<file path="src/rtl/game_countdown_timer.sv">
// Round countdown timer: 1 s prescaler, pause/restart, time_up pulse and low-time warn/blink.
// Optional feature macro: TIMER_BONUS_EN adds the bonus_req port that extends the round.
module game_countdown_timer #(
    parameter int unsigned CLK_HZ    = 100_000_000,
    parameter int unsigned START_SEC = 10,
    parameter int unsigned WARN_SEC  = 3,
    parameter int unsigned BLINK_DIV = 25_000_000,
    parameter int unsigned BONUS_SEC = 2
) (
    input  logic       clk,
    input  logic       rst,
    input  logic       game_start,
    input  logic       cnt_enable,
`ifdef TIMER_BONUS_EN
    input  logic       bonus_req,
`endif
    output logic [3:0] time_remain,
    output logic       tick_1hz,
    output logic       time_up,
    output logic       warn,
    output logic       blink
);

    localparam int PRE_W = (CLK_HZ > 1) ? $clog2(CLK_HZ) : 1;
    localparam int BLK_W = (BLINK_DIV > 1) ? $clog2(BLINK_DIV) : 1;
    localparam logic [PRE_W-1:0] PRE_LAST = PRE_W'(CLK_HZ - 1);
    localparam logic [BLK_W-1:0] BLK_LAST = BLK_W'(BLINK_DIV - 1);
    localparam logic [3:0]       START_V  = 4'(START_SEC);
    localparam logic [3:0]       WARN_V   = 4'(WARN_SEC);

    logic [3:0]       time_remain_q, time_remain_d;
    logic [PRE_W-1:0] pre_q, pre_d;
    logic [BLK_W-1:0] blk_cnt_q, blk_cnt_d;
    logic             tick_q, tick_d;
    logic             time_up_q, time_up_d;
    logic             blink_q, blink_d;
    logic             dec_s;
    logic             warn_s;

`ifdef TIMER_BONUS_EN
    // Bonus seconds are applied after any coinciding decrement and clip at the 4-bit maximum.
    function automatic logic [3:0] bonus_sum(input logic [3:0] cur, input logic dec);
        logic [5:0] sum;
        sum = 6'(cur) - 6'(dec) + 6'(BONUS_SEC);
        if (sum > 6'd15) begin
            return 4'd15;
        end else begin
            return sum[3:0];
        end
    endfunction
`endif

    // Warn is deliberately combinational so the display sees it in the same cycle as time_remain.
    assign warn_s = cnt_enable && (time_remain_q != 4'd0) && (time_remain_q <= WARN_V);

    // Next-state for the seconds counter, prescaler and the tick/time_up pulses.
    always_comb begin
        time_remain_d = time_remain_q;
        pre_d         = pre_q;
        tick_d        = 1'b0;
        time_up_d     = 1'b0;
        dec_s         = 1'b0;
        if (game_start) begin
            time_remain_d = START_V;
            pre_d         = '0;
        end else if (cnt_enable && (time_remain_q != 4'd0)) begin
            dec_s  = (pre_q == PRE_LAST);
            pre_d  = dec_s ? '0 : pre_q + PRE_W'(1);
            tick_d = dec_s;
`ifdef TIMER_BONUS_EN
            if (bonus_req) begin
                time_remain_d = bonus_sum(time_remain_q, dec_s);
            end else begin
                time_remain_d = time_remain_q - 4'(dec_s);
                time_up_d     = dec_s && (time_remain_q == 4'd1);
            end
`else
            time_remain_d = time_remain_q - 4'(dec_s);
            time_up_d     = dec_s && (time_remain_q == 4'd1);
`endif
        end else begin
            time_remain_d = time_remain_q;
            pre_d         = pre_q;
        end
    end

    // Blink divider free-runs only while warn is high and clears as soon as warn drops.
    always_comb begin
        blk_cnt_d = blk_cnt_q;
        blink_d   = blink_q;
        if (warn_s) begin
            if (blk_cnt_q == BLK_LAST) begin
                blk_cnt_d = '0;
                blink_d   = ~blink_q;
            end else begin
                blk_cnt_d = blk_cnt_q + BLK_W'(1);
                blink_d   = blink_q;
            end
        end else begin
            blk_cnt_d = '0;
            blink_d   = 1'b0;
        end
    end

    // State registers with asynchronous reset back to the start-of-round values.
    always_ff @(posedge clk or posedge rst) begin
        if (rst) begin
            time_remain_q <= START_V;
            pre_q         <= '0;
            blk_cnt_q     <= '0;
            tick_q        <= 1'b0;
            time_up_q     <= 1'b0;
            blink_q       <= 1'b0;
        end else begin
            time_remain_q <= time_remain_d;
            pre_q         <= pre_d;
            blk_cnt_q     <= blk_cnt_d;
            tick_q        <= tick_d;
            time_up_q     <= time_up_d;
            blink_q       <= blink_d;
        end
    end

    assign time_remain = time_remain_q;
    assign tick_1hz    = tick_q;
    assign time_up     = time_up_q;
    assign warn        = warn_s;
    assign blink       = blink_q;

endmodule

</file>
<file path="config.mk">
export PLATFORM = sky130hd
export DESIGN_NAME = game_countdown_timer
export DESIGN_NICKNAME = d
export VERILOG_FILES = /design/src/rtl/game_countdown_timer.sv
export SDC_FILE = /design/constraint.sdc
export NUM_CORES = 1
export LEC_CHECK = 0
export BUFFER_PORTS_ARGS = -buffer_cell sky130_fd_sc_hd__buf_4
export CAP_MARGIN = 5
export CELL_PAD_IN_SITES_DETAIL_PLACEMENT = 0
export CELL_PAD_IN_SITES_GLOBAL_PLACEMENT = 1
export CORE_ASPECT_RATIO = 0.6
export CORE_MARGIN = 3
export CORE_UTILIZATION = 48
export DETAILED_ROUTE_END_ITERATION = 10
export MAX_ROUTING_LAYER = met4
export PLACE_DENSITY_LB_ADDON = 0.1
export SLEW_MARGIN = 25
export SYNTH_ARGS = -nofsm -noshare
export SYNTH_HDL_FRONTEND = slang
export SYNTH_SLANG_ARGS = --single-unit
</file>
<file path="constraint.sdc">
create_clock -name clk -period 2.85 [get_ports clk]
set_input_delay 0.7125 -clock clk [delete_from_list [all_inputs] [get_ports clk]]
set_output_delay 0.7125 -clock clk [all_outputs]
set_load 0.05 [all_outputs]
</file>
======== After elaboration in Yosys (flattened, before gate mapping) ========
Index checks and enable logic that the tools add are counted.
operators by class
  $add $sub $neg .......................... 3
  magnitude comparators ................... 1
  equality and inequality tests ........... 4
  mux-type cells .......................... 13
  bitwise logic cells ..................... 1
  reductions and logical operators ........ 5
operator list
  kind                     count
  $mux W27                 3
  $mux W25                 2
  $add A27 B1 Y27 const B  1
  $eq A27 B27 Y1 const B   1
  $add A25 B1 Y25 const B  1
  $eq A25 B25 Y1 const B   1
  $mux W4                  2
  $mux W1                  6
  $eq A4 B1 Y1 const B     1
  $le A4 B2 Y1 const B     1
  $reduce_bool A4 Y1       1
  $sub A4 B1 Y4            1
  $logic_and A1 B1 Y1      3
  $ne A2 B1 Y1 const B     1
  $reduce_bool A2 Y1       1
  $not A1 Y1               1
storage, ports and cells
  flip-flop bits (word level) ............. 59
  input bits .............................. 4
  output and inout port bits .............. 8
  word-level logic and storage cells ...... 33

======== Longest topological paths before layout ========
Gate-level depths: netlist (run 1).
  word-level depth ........................ 4
  depth in mapped cells ................... 10

======== Worst setup path after synthesis (run 1) ========
Ideal clock, no wire load.
  kind .................................... reg-to-reg
  start ................................... register pre_q[12]
  end ..................................... register time_remain_q[2], in the netlist time_remain[2]
  library setup time ...................... 0.132 ns
  data arrival time ....................... 2.126 ns
  data required time ...................... 2.718 ns
  path slack .............................. 0.592 ns
  cell stages (with the launch flop) ...... 10
  path buffers ............................ 0
  clock period less this slack ............ 2.258 ns
  cells stage by stage .................... dfrtp_1 or4_1 nor4_4 nand2_1 inv_1 ha_1 ha_1 nand2_1 xor2_1 nor2_1
between the ends
  word-level cells in the longest chain between the ends .. 4
ends and longest elaborated chain
  element                   RTL line  text
  start: declaration        32        logic [PRE_W-1:0] pre_q, pre_d;
  start signal: assignment  116       pre_q <= pre_d;
  $eq A27 B27 Y1            67        dec_s = (pre_q == PRE_LAST);
  $sub A4 B1 Y4             78        time_remain_d = time_remain_q - 4'(dec_s);
  $mux W4                   66        end else if (cnt_enable && (time_remain_q != 4'd0)) begin
  $mux W4                   63        if (game_start) begin
  end signal: assignment    115       time_remain_q <= time_remain_d;
  end: declaration          31        logic [3:0] time_remain_q, time_remain_d;
No other way between the ends. The select of a mux whose other input is x is not followed.
A chain may end at the register's enable or synchronous reset.

======== Worst setup path in the final report (run 1) ========
  start ................................... register pre_q[9]
  end ..................................... register time_remain_q[2], in the netlist time_remain[2]
Same word-level chain as after synthesis.

==> results by group, run 1 <==
Outcome
  • Run status: finished clean

Global routing
  • Vias in the first global route: 2175
  • Largest net degree at the start of global routing: 44
  • Antenna violations before repair: 0
  • GRT Resource Usage Total: 21.41%
  • Global route total overflow: 0
  • First-pass GRT wire length: 11510 um

Yosys
  • Mapped Avg Cell Area: 9.512 sq um
  • EDFF count, synth: 0
  • Adder-cell share of the synthesized area: 1.609%
  • Most frequent cell after synthesis: nor2_1
  • Yosys top cell by area: dfrtp_1
  • Syn Nets: 335
  • Synth top area cells: dfrtp_1 (46%), xor2_1 (8.4%), nor2_1 (7.0%), xnor2_1 (3.7%), nand3_1 (3.5%)
  • Largest family of logic cells by synthesized area: simple AND/OR/NAND/NOR gates
  • Yosys cell types: 43
  • Post-synth top cells: nor2_1 (58), dfrtp_1 (57), xor2_1 (30)
  • Seq cells post-synth: 59
  • Mux contribution to synthesized area: 0%
  • Xor/xnor cell area share of the yosys netlist: 12.11%
  • Sequential share of the synthesized area: 47.55%
  • Syn Inst Count: 327
  • Yosys warns: 0
  • Top_reg_cell synth: dfrtp_1
  • Post-Syn Area: 0.003110 sq mm
  • Top cell type's share of synthesized area: 45.86%
  • Async S/R FF share, synth: 100.0%
  • Compound-Gate Fraction of Synth Area: 6.356%
  • Simple-Gate Fraction of Synth Area: 29.65%

Clock network
  • Root buf cell: clkbuf_8
  • Post-CTS setup buffers: 0
  • Post-CTS Hold Buffers: 0
  • Sink Count: 59
  • Skew-Pair Late Insertion Delay: 350 ps
  • CTS tree: done
  • Post_cts resized: 0
  • CTS clk-pin slew, worst paths: 70 ps
  • H-tree lvl count: 3
  • CTS buffer count: 9
  • Clock buffer depth: 2

Layout
  • Area delta synth->final: 13.64%
  • Fraction of layout cells with a size suffix above 1: 14.41%
  • Multi-input logic area: 0.001554 sq mm
  • Register area: 0.001479 sq mm
  • Antenna cells: 0
  • Final Non-Filler Cells: 438
  • Layout Nets: 357
  • Final instance area: 0.003535 sq mm
  • # fillers: 546

Placed design
  • GP Congestion: 0.8569
  • Worst slack at placement: 434.9 ps
  • Placed Cells: 422
  • Detailed placement HPWL: 5012 um
  • Post-DP Area: 0.003342 sq mm
  • Number of I/O port buffers: 11

Route
  • Drt drc: 0
  • DRT iter0 DRCs: 206
  • Routed len/inst: 15.91 um
  • Total number of vias: 2436
  • Routed vias/inst: 5.562
  • Antenna Violating Nets Remaining: 0
  • Routed WL: 6968 um
  • DRT Pass-1 Iters: 4

STA
  • Min Tclk post-route: 2430 ps
  • Clock skew: 8.017 ps
  • Final count of hold timing violations: 0
  • Fin crit share: 85.26%
  • Final Setup Violations: 0
  • Slack of the critical path: 420.1 ps
  • TNS Setup: 0 ps
  • Fmax: 411.5 MHz
  • Slew Viols, Final: 0
  • RSZ-0062 raised after global routing: no
  • Relative slew slack: 45.46%
  • Worst Max-Slew Pin Slew: 811.9 ps

Floorplanning
  • DIE AREA: 0.007514 sq mm
  • Initial core utilization: 50.22%
  • Rows: 22
  • I/O pins: 12
  • Floorplan core area: 0.006193 sq mm
  • Die width: 109.9 um
  • Die Span Y: 68.36 um

Worst setup path
  • WP data arrival: 2660 ps
  • FF-to-FF path depth: 9
  • End of the worst register-to-register path: time_remain[2]
  • R2R Setup Slk: 420 ps
  • Critical Path Start Type: flop
  • Setup CP Type: flop to flop
  • Crit Path Max Fanout: 6
  • RR Startpoint: pre_q[9]
  • Critical Path Sink Type: flop
  • Critical path required time: 3080 ps

Min path
  • Type of the worst min-delay path: input pin to async pin

Power
  • Leakage power: 1.472 nW
  • Peak supply drop: 0.0003570 V
  • PD cells: 469.2 mW/mm^2
  • Pwr Total: 1.658 mW

Job
  • Max Cap Violations: 0
routing by layer:
| metal | vias up | global-route usage [%] | part of all wire, % |
|---|---|---|---|
| li1 | 1204 | - | - |
| met3 | 9 | 7.446 | 8.6 |
| met5 | - | - | 0 |
| met1 | 1151 | 34.26 | 55 |
| met4 | 0 | 5.599 | 1.2 |
| met2 | 72 | 23.87 | 35 |
critical path: stages (launching register included):
cell and delay (ps):
dfrtp_1 430, or4_1 610, nor4_4 410, nand2_1 190, inv_1 110, ha_1 180, ha_1 150, nand2_1 50
xor2_1 130, nor2_1 50
metrics by stage:
step / utilization [%] / hold WS [ps]
CTS: 57.07 / 350.9
detailed placement: 53.96 / 464.7
global placement: 53.96 / 454.2
global route: 57.07 / 374.9
finish: 57.07 / 358.6
floorplan: - / 431.1
kinds of logic after synthesis:
| kind of cell | count (synthesis) |
|---|---|
| simple gates | 171 |
| flops | 59 |
| xor+xnor | 43 |
| compound gates | 30 |
| buf+inv | 20 |
| fa+ha+maj | 4 |
where the power goes:
part	switching, mW	total [mW]	internal (mW)	leakage [nW]
combinational	0.0471	0.0642	0.0171	0.561
clock	0.347	0.746	0.399	0.0950
sequential	0.00636	0.848	0.842	0.816
total	0.400	1.66	1.26	1.47
how the worst max path moves through the flow:
stage / from / endpoint / slack [ps] / depth (start not counted)
6_report: pre_q[9] / time_remain[2] / 420 / 9
5_1_grt: pre_q[9] / time_remain[1] / 230 / 8
4_1_cts: pre_q[9] / time_remain[1] / 420 / 8
3_5_place_dp: pre_q[9] / time_remain[1] / 430 / 8
3_3_place_gp: pre_q[12] / time_remain[2] / 540 / 9
2_1_floorplan: pre_q[12] / time_remain[2] / 590 / 9
area by class of cell:
class / instances / share of cell area [%]
repair buffers: 20 / 4.602
well taps: 84 / 2.973
multi-input cells: 248 / 43.96
clock inverters: 7 / 1.947
flip-flops and latches: 59 / 41.84
clock buffers: 9 / 3.504
inverters: 11 / 1.168
cell usage in the layout, fill, tap and decap left out, drive strengths merged, types with 2 or more instances in the layout:
cell      instances
nor2             59
dfrtp            57
xor2             30
nand2            27
nand3            22
buf              20
nand4            16
xnor2            13
a21oi            11
inv              11
clkbuf            9
or4               9
and3              9
nor4              9
nor3              6
o21ai             6
ha                4
clkinv            4
or3               4
nand4b            3
a22oi             2
a211oi            2
a211o             2
nand2b            2
o32ai             2
clkinvlp          2
dfstp             2
or4b              2
sequential cells by signal, summed over array words and instances (netlist names):
signal,count
blk_cnt_q,25
time_remain,4
time_up,1
pre_q,27
tick_1hz,1
blink,1
Power figures use the tool's default switching activity.
==> inputs of run 2 (changes only) <==
--- a/config.mk
+++ b/config.mk
@@ -5,13 +5,14 @@
 export SDC_FILE = /design/constraint.sdc
 export NUM_CORES = 1
 export LEC_CHECK = 0
+export ABC_CLOCK_PERIOD_IN_PS = 2850
 export BUFFER_PORTS_ARGS = -buffer_cell sky130_fd_sc_hd__buf_4
 export CAP_MARGIN = 5
-export CELL_PAD_IN_SITES_DETAIL_PLACEMENT = 0
-export CELL_PAD_IN_SITES_GLOBAL_PLACEMENT = 1
+export CELL_PAD_IN_SITES_DETAIL_PLACEMENT = 1
+export CELL_PAD_IN_SITES_GLOBAL_PLACEMENT = 2
 export CORE_ASPECT_RATIO = 0.6
 export CORE_MARGIN = 3
-export CORE_UTILIZATION = 48
+export CORE_UTILIZATION = 39
 export DETAILED_ROUTE_END_ITERATION = 10
 export MAX_ROUTING_LAYER = met4
 export PLACE_DENSITY_LB_ADDON = 0.1
==> run 2 against run 1 <==
  * Global-route usage shrank 1.1 points
  * Sequential share of layout area fell by 1.9 points
  * Non-clock buffer count rose by 1
  * Largest power group is now clock
  * Largest cell class unchanged
  * Flip-flop and latch count is the same
  * Highest routed layer unchanged
  * Clock power rose by 68%
  * Final cell count up 4.8%
==> results by group, run 2 (synthesis results as in run 1) <==
Outcome
  • Run status: finished clean

Worst setup path
  • End of the worst register-to-register path: pre_q[15]
  • Setup CP Type: flop to flop
  • FF-to-FF path depth: 6
  • R2R Setup Slk: 480 ps
  • WP data arrival: 2560 ps
  • RR Startpoint: pre_q[17]
  • CP startpoint: pre_q[17]
  • Crit Path Max Fanout: 13
  • Critical Path Start Type: flop
  • Critical Path End: pre_q[15]
  • Critical Path Sink Type: flop
  • Critical path required time: 3040 ps

Global routing
  • Antenna violations before repair: 0
  • GRT Resource Usage Total: 20.33%
  • First-pass GRT wire length: 13330 um
  • Global route total overflow: 0
  • Vias in the first global route: 2391
  • Largest net degree at the start of global routing: 60

Floorplanning
  • Floorplan core area: 0.007507 sq mm
  • Rows: 24
  • I/O pins: 12
  • Initial core utilization: 41.43%
  • Die width: 121.3 um
  • DIE AREA: 0.009118 sq mm
  • Die Span Y: 75.18 um

Power
  • Pwr Total: 2.167 mW
  • PD cells: 585.0 mW/mm^2
  • Leakage power: 1.547 nW
  • Peak supply drop: 0.0005053 V

Route
  • Routed len/inst: 17.77 um
  • Drt drc: 0
  • Total number of vias: 2522
  • Routed vias/inst: 5.495
  • Met3 Wirelength: 523 um
  • DRT iter0 DRCs: 107
  • Uppermost layer routed: met4
  • WL met2: 3046 um
  • Antenna Violating Nets Remaining: 0
  • Routed WL: 8158 um
  • Met1 wire length: 4507 um
  • DRT Pass-1 Iters: 4

STA
  • TNS Setup: 0 ps
  • Final Setup Violations: 0
  • RSZ-0062 raised after global routing: no
  • Slew Viols, Final: 0
  • Slack of the critical path: 477.5 ps
  • Worst Max-Slew Pin Slew: 889.0 ps
  • Fmax: 421.5 MHz
  • Final count of hold timing violations: 0
  • Relative slew slack: 40.19%
  • Clock skew: 6.692 ps
  • Min Tclk post-route: 2372 ps
  • Fin crit share: 83.24%

Clock network
  • Post-CTS setup buffers: 0
  • CTS buffer count: 9
  • Sink Count: 59
  • H-tree lvl count: 3
  • Post_cts resized: 0
  • CTS tree: done
  • Clock buffer depth: 2
  • CTS clk-pin slew, worst paths: 50 ps
  • Post-CTS Hold Buffers: 0
  • Root buf cell: clkbuf_16
  • Skew-Pair Late Insertion Delay: 330 ps

Placed design
  • Placed Cells: 443
  • Number of I/O port buffers: 11
  • GP Congestion: 0.8825
  • Detailed placement HPWL: 5695 um
  • Worst slack at placement: 499.9 ps

Layout
  • Commonest non-fill, non-tap cell in the layout: nor2_1
  • Biggest register: pre_q
  • Antenna cells: 0
  • Final Non-Filler Cells: 459
  • Area delta synth->final: 19.11%
  • Core Util, Final: 49.35%
  • Fraction of layout cells with a size suffix above 1: 14.37%
  • Max reg flops: 27
  • Most frequent cells in the layout: nor2_1 (58), dfrtp_1 (57), xor2_1 (30)
  • Layout Nets: 358

Min path
  • Type of the worst min-delay path: flop to flop

Job
  • Max Cap Violations: 0
-- run 2: cell count changes in the layout (fill, tap and decap cells not counted) --
cell / before / now
buf_12: 1 / 0
buf_4: 19 / 21
bufinv_16: 1 / 3
clkbuf_1: 0 / 1
clkbuf_16: 0 / 9
clkbuf_8: 9 / 1
clkinv_2: 3 / 2
clkinv_4: 1 / 0
clkinvlp_4: 2 / 0
-- run 2: power breakdown --
group          leakage [nW]  total, mW  internal (mW)  switching, mW
sequential            0.816      0.850          0.843        0.00613
clock                 0.169       1.25          0.874          0.381
combinational         0.562     0.0628         0.0152         0.0477
-- run 2: layout make-up --
| cell class | instances | area (sq um) |
|---|---|---|
| repair buffers | 21 | 157.7 |
| fillers | 864 | 3802 |
| clock buffers | 11 | 242.7 |
| inverters | 11 | 41.29 |
| well taps | 104 | 130.1 |
| flip-flops and latches | 59 | 1479 |
| clock inverters | 5 | 100.1 |
| multi-input cells | 248 | 1554 |
-- run 2: per-stage QoR --
step                      hold WS (ps)  cell area (sq um)
after detailed placement         465.7               3362
after global routing             528.3               3705
final                            467.2               3705
after floorplan                  431.1               3110
after global placement           453.7               3362
after CTS                        476.2               3705
-- run 2: worst min-delay path by stage --
| stage | start | end | slack, ps | cells after the start |
|---|---|---|---|---|
| floorplan | blk_cnt_q[0] | blk_cnt_q[0] | 430 | 1 |
| global placement | blk_cnt_q[0] | blk_cnt_q[0] | 450 | 1 |
| detailed placement | blk_cnt_q[0] | blk_cnt_q[0] | 470 | 1 |
| CTS | blk_cnt_q[0] | blk_cnt_q[0] | 480 | 1 |
| global route | blk_cnt_q[0] | blk_cnt_q[0] | 530 | 1 |
| finish | blk_cnt_q[0] | blk_cnt_q[0] | 470 | 1 |
-- run 2: metal layers --
metal	global-route usage, %	vias up
met1	30.82	1266
met2	24.77	46
met4	5.963	0
met5	-	-
li1	-	1201
met3	6.832	9
-- run 2: worst max-delay path, cell delays in order, from the launching register on --
cell     delay [ps]
dfrtp_1         420
or4b_1          580
nor4_4          310
buf_4           210
nand2_1          80
o21ai_2         510
nor2_1          120
==> inputs of run 3 (changes only) <==
--- a/config.mk
+++ b/config.mk
@@ -5,7 +5,7 @@
 export SDC_FILE = /design/constraint.sdc
 export NUM_CORES = 1
 export LEC_CHECK = 0
-export ABC_CLOCK_PERIOD_IN_PS = 2850
+export ABC_CLOCK_PERIOD_IN_PS = 2290
 export BUFFER_PORTS_ARGS = -buffer_cell sky130_fd_sc_hd__buf_4
 export CAP_MARGIN = 5
 export CELL_PAD_IN_SITES_DETAIL_PLACEMENT = 1
==> constraint.sdc (replaced) <==
create_clock -name clk -period 2.29 [get_ports clk]
set_input_delay 0.5725 -clock clk [delete_from_list [all_inputs] [get_ports clk]]
set_output_delay 0.5725 -clock clk [all_outputs]
set_load 0.05 [all_outputs]
==> run 3 against run 2 <==
  * First-iteration DRC count up 55%
  * Combinational power rose by 51%
  * Register-to-register slack worse by 380 ps
  * Via count up 2.7%
  * Sequential share of layout area shrank 1.6 points
  * Largest cell class unchanged
  * Highest routed layer unchanged
==> results by group, run 3 (synthesis results as in run 1) <==
Global routing
  • GRT Resource Usage Total: 22.08%
  • Global route total overflow: 0
  • Antenna violations before repair: 0
  • Largest net degree at the start of global routing: 43
  • First-pass GRT wire length: 14700 um
  • Vias in the first global route: 2675

Route
  • Routed vias/inst: 5.409
  • Drt drc: 0
  • Antenna Violating Nets Remaining: 0
  • DRT Pass-1 Iters: 4
  • DRT iter0 DRCs: 166
  • Total number of vias: 2591
  • Routed WL: 8833 um
  • Routed len/inst: 18.44 um

Worst setup path
  • Crit-path leading delay family: simple AND/OR/NAND/NOR gates
  • FF-to-FF path depth: 9
  • WP data arrival: 2440 ps
  • Critical-path cell list: or4_4, nor4_4, nand2_1, inv_1, ha_1, ha_1, nand2_1, xor2_1, nor2_1
  • Critical Path Start Type: flop
  • Crit Path Max Fanout: 3
  • CP bufs+invs: 1
  • Critical path required time: 2540 ps
  • Setup CP Type: flop to flop
  • CP max stage cell: or4_4
  • Critical Path Sink Type: flop
  • WP depth: 9
  • Crit-path max cell delay: 570 ps

STA
  • Min Tclk post-route: 2192 ps
  • Final count of hold timing violations: 0
  • Relative slew slack: 56.26%
  • Final Setup Violations: 0
  • Slack of the critical path: 98.07 ps
  • TNS Setup: 0 ps
  • Slew Viols, Final: 0
  • Clock skew: 7.260 ps
  • Fmax: 456.2 MHz
  • RSZ-0062 raised after global routing: no
  • Worst Max-Slew Pin Slew: 650.1 ps
  • Fin crit share: 95.72%

Power
  • Pwr Total: 2.495 mW
  • Leakage power: 1.635 nW
  • Internal power: 1.943 mW
  • Flop pwr share: 42.3%
  • Comb power frac: 3.8%
  • P_sw: 551.7 uW
  • Clock Power Share: 53.9%
  • Peak supply drop: 0.0004406 V
  • PD cells: 647.0 mW/mm^2
  • Sw frac: 22.11%

Placed design
  • Detailed placement HPWL: 6258 um
  • Number of I/O port buffers: 11
  • Placed Cells: 461
  • Worst slack at placement: 70.94 ps
  • GP Congestion: 0.8313

Layout
  • Most frequent cells in the layout: nor2_1 (58), dfrtp_1 (57), buf_4 (38)
  • Area delta synth->final: 23.97%
  • Final Non-Filler Cells: 479
  • Antenna cells: 0
  • # fillers: 862
  • Commonest non-fill, non-tap cell in the layout: nor2_1
  • Layout Nets: 378
  • Biggest register: pre_q
  • Max reg flops: 27
  • Fraction of layout cells with a size suffix above 1: 19.73%

Floorplanning
  • DIE AREA: 0.009118 sq mm
  • Floorplan core area: 0.007507 sq mm
  • Initial core utilization: 41.43%
  • Die Span Y: 75.18 um
  • Die width: 121.3 um
  • Rows: 24
  • I/O pins: 12

Clock network
  • Clock buffer depth: 2
  • CTS tree: done
  • CTS clk-pin slew, worst paths: 50 ps
  • Root buf cell: clkbuf_16
  • Skew-Pair Late Insertion Delay: 330 ps
  • CTS buffer count: 9
  • Sink Count: 59
  • Post-CTS Hold Buffers: 0
  • H-tree lvl count: 3

Min path
  • Type of the worst min-delay path: input pin to async pin

Job
  • Max Cap Violations: 0

Outcome
  • Run status: finished clean
[run 3: area by class of cell]
type | count | area [sq um] | share of cell area (%)
well taps | 104 | 130.1 | 3.374
multi-input cells | 248 | 1565 | 40.59
clock buffers | 11 | 242.7 | 6.295
inverters | 11 | 41.29 | 1.071
repair buffers | 41 | 345.3 | 8.955
clock inverters | 5 | 52.55 | 1.363
flip-flops and latches | 59 | 1479 | 38.35
[run 3: routing by layer]
metal  track usage, %  wire length [um]  vias up
met5                -                 0        -
met2            30.03              3548       52
met1            32.25              4711     1290
li1                 -                 -     1242
met3            5.781               489        7
met4            5.963                83        0
[run 3: worst register-to-register path: stages (launching register included)]
cell and delay [ps]:
dfrtp_1 400, or4_4 570, nor4_4 310, nand2_1 120
inv_1 90, ha_1 180, ha_1 150, nand2_1 60
xor2_1 140, nor2_1 110
[run 3: power by group through the flow]
stage                     Combinational (mW)  Sequential, mW  Clock [mW]
after floorplan                       0.0440            1.08           0
after global placement                0.0948            1.07           0
after detailed placement              0.0962            1.07           0
after CTS                             0.0966            1.06        1.37
after global routing                   0.105            1.06        1.42
final                                 0.0946            1.06        1.34
[run 3: worst paths after layout]
check	end	slack, ps	from
min in group clk	blk_cnt_q[0]	470	blk_cnt_q[0]
worst min-delay path	time_remain[0]	260	rst
worst min register to register	blk_cnt_q[0]	470	blk_cnt_q[0]
worst max register to register	time_remain[2]	100	pre_q[12]
max in group asynchronous	pre_q[22]	1460	rst
worst max-delay path	time_remain[2]	100	pre_q[12]
[run 3: metrics by stage]
stage | utilization, % | hold slack (ps) | cell area [sq um]
2_1_floorplan | - | 431.1 | 3110
3_3_place_gp | 47.08 | 448.8 | 3535
3_5_place_dp | 47.08 | 468.4 | 3535
4_1_cts | 51.02 | 262.1 | 3830
5_1_grt | 51.37 | 276.5 | 3856
6_report | 51.37 | 256.1 | 3856
[run 3: repair_timing]
action	4_1_cts	5_1_grt
setup endpoints to repair	0	6
buffers inserted	0	2
resized for setup	0	3
